### src/rtl/gpr_read_file.sv
// gpr_read_file: 2**AW x DW register file with two async read ports,
// one write port, write-back bypass and a pending-write scoreboard.
// Ports: clk (state on falling edge), rst (async, active-high),
//   re1/raddr1/rdata1, re2/raddr2/rdata2 : read ports (re* qualify stall)
//   we/waddr/wdata                        : write-back write port
//   iss_en/iss_addr                       : decode destination issue
//   stall                                 : enabled read hits a pending reg
//   busy_vec                              : scoreboard bits
module gpr_read_file #(
  parameter int DW = 32,
  parameter int AW = 5
) (
  input  logic              clk,
  input  logic              rst,
  input  logic              re1,
  input  logic [AW-1:0]     raddr1,
  output logic [DW-1:0]     rdata1,
  input  logic              re2,
  input  logic [AW-1:0]     raddr2,
  output logic [DW-1:0]     rdata2,
  input  logic              we,
  input  logic [AW-1:0]     waddr,
  input  logic [DW-1:0]     wdata,
  input  logic              iss_en,
  input  logic [AW-1:0]     iss_addr,
  output logic              stall,
  output logic [(1<<AW)-1:0] busy_vec
);

  localparam int NR = 1 << AW;

  logic [DW-1:0] regs_q [NR];
  logic [NR-1:0] busy_q;
  logic [NR-1:0] busy_d;

  logic          wr_ok;
  logic          iss_ok;
  logic          byp1;
  logic          byp2;
  logic          hit1;
  logic          hit2;

  assign wr_ok  = we && (waddr != '0);
  assign iss_ok = iss_en && (iss_addr != '0);

  always_ff @(negedge clk or posedge rst) begin
    if (rst) begin
      for (int i = 0; i < NR; i++) begin
        regs_q[i] <= '0;
      end
    end else if (wr_ok) begin
      regs_q[waddr] <= wdata;
    end
  end

  // Issue is applied after the write clear: a same-address issue marks a
  // newer producer that must stay pending.
  always_comb begin
    busy_d = busy_q;
    if (wr_ok) begin
      busy_d[waddr] = 1'b0;
    end
    if (iss_ok) begin
      busy_d[iss_addr] = 1'b1;
    end
    busy_d[0] = 1'b0;
  end

  always_ff @(negedge clk or posedge rst) begin
    if (rst) begin
      busy_q <= '0;
    end else begin
      busy_q <= busy_d;
    end
  end

  assign byp1 = we && (waddr == raddr1);
  assign byp2 = we && (waddr == raddr2);

  // Reads are gated by rst so the bypass cannot leak data during reset.
  always_comb begin
    rdata1 = '0;
    if (!rst && (raddr1 != '0)) begin
      rdata1 = byp1 ? wdata : regs_q[raddr1];
    end
  end

  always_comb begin
    rdata2 = '0;
    if (!rst && (raddr2 != '0)) begin
      rdata2 = byp2 ? wdata : regs_q[raddr2];
    end
  end

  // The producer's own write-back cycle cancels its stall via the bypass.
  assign hit1 = re1 && (raddr1 != '0) && busy_q[raddr1] && !byp1;
  assign hit2 = re2 && (raddr2 != '0) && busy_q[raddr2] && !byp2;

  assign stall    = hit1 | hit2;
  assign busy_vec = busy_q;

endmodule

### config.mk
export PLATFORM = sky130hd
export DESIGN_NAME = gpr_read_file
export DESIGN_NICKNAME = d
export VERILOG_FILES = /design/src/rtl/gpr_read_file.sv
export SDC_FILE = /design/constraint.sdc
export NUM_CORES = 2
export LEC_CHECK = 0
export CAP_MARGIN = 15
export CORE_MARGIN = 5
export CORE_UTILIZATION = 50
export CTS_BUF_LIST = sky130_fd_sc_hd__clkbuf_2
export CTS_CLUSTER_SIZE = 14
export DETAILED_ROUTE_END_ITERATION = 8
export PLACE_DENSITY = 0.69
export RECOVER_POWER = 25
export SLEW_MARGIN = 5
export SYNTH_ARGS = -nofsm -noshare
export SYNTH_HDL_FRONTEND = slang
export SYNTH_SLANG_ARGS = --single-unit
### constraint.sdc
create_clock -name clk -period 39.5 [get_ports clk]
set_input_delay 7.9 -clock clk [delete_from_list [all_inputs] [get_ports clk]]
set_output_delay 7.9 -clock clk [all_outputs]
set_load 0.1 [all_outputs]
Word level (Yosys, flattened, before mapping)

Cells that the tools add are included.

Bits in registers: 1055
Input bits: 58
Output and inout bits: 97
Word-level logic and storage cells: 97

Magnitude comparators: 10
Equality and inequality tests: 2
Mux-type cells: 23
Bitwise logic cells: 7
Reductions and logical operators: 22

Operators with widths:

| kind                                                 | count |
|---|---|
| bitwise mux 1024 bit                                 | 1 |
| two-way mux 32 bit                                   | 11 |
| binary-select mux 32 bit (select 5 bit)              | 2 |
| demux 32 bit (select 5 bit)                          | 1 |
| AND 32 bit                                           | 1 |
| NOT 32 bit                                           | 1 |
| bitwise OR 32 bit                                    | 1 |
| < comparator 5 x 6 -> 1 bit (second input constant)  | 4 |
| nonzero test 5 bit                                   | 4 |
| >= comparator 6 bit (second input constant)          | 3 |
| NOT 5 -> 6 bit                                       | 3 |
| logical AND 1 bit                                    | 15 |
| binary-select mux 1 bit (select 5 bit)               | 2 |
| demux 1 bit (select 5 bit)                           | 2 |
| equality test 5 bit                                  | 2 |
| >= comparator 5 x 1 -> 1 bit (second input constant) | 2 |
| < comparator 6 x 1 -> 1 bit (second input constant)  | 1 |
| two-way mux 1 bit                                    | 4 |
| logical NOT 1 bit                                    | 3 |
| bitwise OR 1 bit                                     | 1 |

Longest topological paths before layout

Depth after elaboration: 9
Gate-level depth with buffers: 10

==> reports/metrics.csv <==
stage,metric,value,unit
status,status,finished with violations,
status,violations,"capacitance limit, slew limit",
pwr,powerDensity,48.2,nW/um^2
critical_path,timing.rr.end,busy_vec[15],
yosys,syn_nets,4101,
floorplan,die_h,348,um
layout,multi_input_area,28800,um^2
sta,setup_slack,6.12,ns
route,vias,39900,
layout,seq_area,26400,um^2
critical_path,cp_max_fo,73,
yosys,syn_inst,4043,
clock_network,cts_buffer_depth,4,
flow_run,max_cap_viol_count,9,
clock_network,clock_sinks,1055,
route,viasPerCell,6.86,
place,gp_congestion,0.852,
route,drc,0,
sta,slew_headroom,-1.68,
route,drt_iter0_drc,4591,
floorplan,initial_core_util,0.502,
floorplan,die_x,348,um
critical_path,worstReg2RegStart,busy_vec[15],
yosys,syn-mean-instance-area,14.2,um^2
min_path,min_path_cells,0,
clock_network,clockRootBuffer,clkbuf_2,
pwr,internal_power,0.00198,W
clock_network,post_cts_buffers,0,
clock_network,htree_levels,5,
yosys,synth-seq-area-share,0.461,
floorplan,core-area,114000,um^2
place,post-dp-hpwl,109,mm
yosys,ys_types,66,
layout,nFillCells,9560,
sta,rsz0062_at_grt,false,
clock_network,cts.clk_slew.worst_paths,0.06,ns
clock_network,ctsResizeCount,0,
pwr,seq_power_share,0.492,
clock_network,clock_latency,1.29,ns
route,drt-wirelength-per-cell,32.9,um
critical_path,r2r_slack,38.27,ns
place,io_buffers,153,
pwr,pwr-share-clk,0.249,
layout,nNetsFinal,4194,
critical_path,setup.worst_path.start_class,input pin,
route,wl,192,mm
critical_path,reg2reg_depth,2,
layout,area_growth,7.94,%
clock_network,cts_made_buffers,292,
pwr,p_sw,0.000997,W
floorplan,die_area,121000,um^2
place,dp_slack,8.38,ns
global_routing,grt_remaining_overflow,0,
pwr,power.share.switching,0.335,
yosys,async_reset_ff_frac,1.00,
pwr,p_leak,27.1,nW
sta,clock_skew,0,ns
yosys,synthFlopType,dfrtn_1,
critical_path,critPathKind,in -> async,
global_routing,grt_antenna_before_repair,10,
global_routing,grt_pass1_wl,281,mm
critical_path,worstPathRequired,21.11,ns
layout,stdcell_count,5818,
floorplan,ios,155,
sta,hold_ws,0.339,ns
pwr,p_comb_frac,0.259,
global_routing,grt_pass1_vias,40800,
route,ant_nets,0,
place,placed_area,59400,um^2
floorplan,num_rows,124,
yosys,ys_ff_latch,1055,
global_routing,grt_max_degree,154,
sta,slew_viol_final,504,
yosys,ys_warn_count,0,
yosys,synth_edf_count,0,
clock_network,cts_tree,built,
sta,setup_violations,0,
yosys,synth_area,57300,um^2
layout,drive_gt1_frac,0.479,
layout,fin_area,61800,um^2
clock_network,ctsHoldBuffers,0,
sta,hold_viol,0,
route,drtPass1Iterations,7,
min_path,min-delay-start,regs_q[1011],
critical_path,endpoint_kind,asynchronous set/reset pin,
place,place_inst,5346,
pwr,ir_drop,0.0319,mV
pwr,total_power,0.00298,W
global_routing,track_usage,0.314,
sta,worst_slew_pin_slew,4.02,ns
min_path,hp-class,reg -> reg,
min_path,hold_end,regs_q[1011],
critical_path,worstPathArrival,14.99,ns
[layout by cell type (no fill, tap or decap), types with 45 or more instances in the layout]
cell and instances:
mux2_2 1057, nor2_1 68, o21ai_0 94, mux2i_1 227, nand2_1 67, buf_4 80, a21oi_1 58, clkinv_1 45
mux4_2 415, clkdlybuf4s50_1 139, o22ai_1 119, dfrtn_1 1055, clkbuf_2 399
[sequential cells by signal, summed over array words and instances, names as in the netlist]
register and flops:
regs_q 1024, busy_vec 31
[metal layers]
layer | global-route usage | share of wire | vias up
met3 | 0.0853 | 0.10 | 444
met2 | 0.481 | 0.46 | 2289
li1 | - | - | 15900
met1 | 0.429 | 0.40 | 21300
met5 | 0 | 0.00021 | -
met4 | 0.129 | 0.041 | 6
[power by group through the flow]
stage          logic (W)  registers (W)  clock network [W]
5_1_grt         0.000816        0.00149           0.000810
3_3_place_gp    0.000749        0.00146                  0
4_1_cts         0.000767        0.00146           0.000752
3_5_place_dp    0.000765        0.00148                  0
2_1_floorplan   0.000563        0.00148                  0
6_report        0.000770        0.00147           0.000741
[worst max-delay path by stage]
stage / startpoint / slack, ns / end / cells after the start
2_1_floorplan: rst / -2.32 / busy_vec[10] / 1
3_3_place_gp: rst / 8.44 / regs_q[491] / 5
3_5_place_dp: waddr[4] / 8.38 / regs_q[405] / 5
4_1_cts: regs_q[491] / 7.31 / rdata2[11] / 6
5_1_grt: rst / 4.93 / regs_q[736] / 5
6_report: rst / 6.12 / regs_q[704] / 5
[synthesized netlist by cell type, drive strengths merged (7+ instances only)]
cell | instances | area [um^2]
nand2b | 17 | 106
buf | 235 | 1440
a21oi | 59 | 299
o22ai | 119 | 744
a211oi | 7 | 52.6
a2111oi | 10 | 93.8
mux4 | 415 | 9350
nor3 | 28 | 145
dfrtn | 1055 | 26400
o221ai | 22 | 193
or2 | 14 | 87.6
a31oi | 16 | 100
a22o | 12 | 105
nor4 | 7 | 43.8
a211o | 10 | 87.6
mux2i | 227 | 2270
o21ai | 95 | 475
a22oi | 34 | 260
nand3 | 30 | 150
nand4 | 8 | 50.1
o22a | 8 | 70.1
inv | 18 | 67.6
a221oi | 34 | 298
clkbuf | 218 | 818
nor2 | 81 | 304
o211ai | 10 | 75.1
nand2 | 79 | 297
mux2 | 1057 | 11900
nor2b | 20 | 125
a221o | 22 | 220
[kinds of logic (layout without fill, tap and decap cells)]
kind of cell / after synthesis / in the layout / share of synthesized area
AOI/OAI and AO/OA: 482 / 482 / 0.0577
xor gates and xnor gates: 10 / 10 / 0.00153
buffers and inverters: 472 / 730 / 0.0407
DFF: 1055 / 1055 / 0.461
muxes: 1699 / 1699 / 0.411
other: 1 / 6 / 0.0000655
and+or+nand+nor: 324 / 324 / 0.0281
[per-stage QoR]
stage | util | setup TNS (ns)
CTS | 0.541 | 0
global route | 0.542 | 0
detailed placement | 0.521 | 0
finish | 0.542 | 0
global placement | 0.521 | 0
floorplan | - | -2445.96
[worst max-delay path, stage by stage]
cell	delay [ns]
dlygate4sd3_1	0.61
clkinvlp_2	0.26
clkbuf_1	2.07
clkbuf_1	2.94
buf_4	1.09
[cell type report]
type,count,area share
antenna,5,0.000202
clock buffer,399,0.0323
clock inverter,60,0.00466
inverter,19,0.00117
multi-input combinational,2516,0.466
sequential,1055,0.427
tap,1512,0.0306
timing repair buffer,252,0.0382
Power figures use the tool's default switching activity.
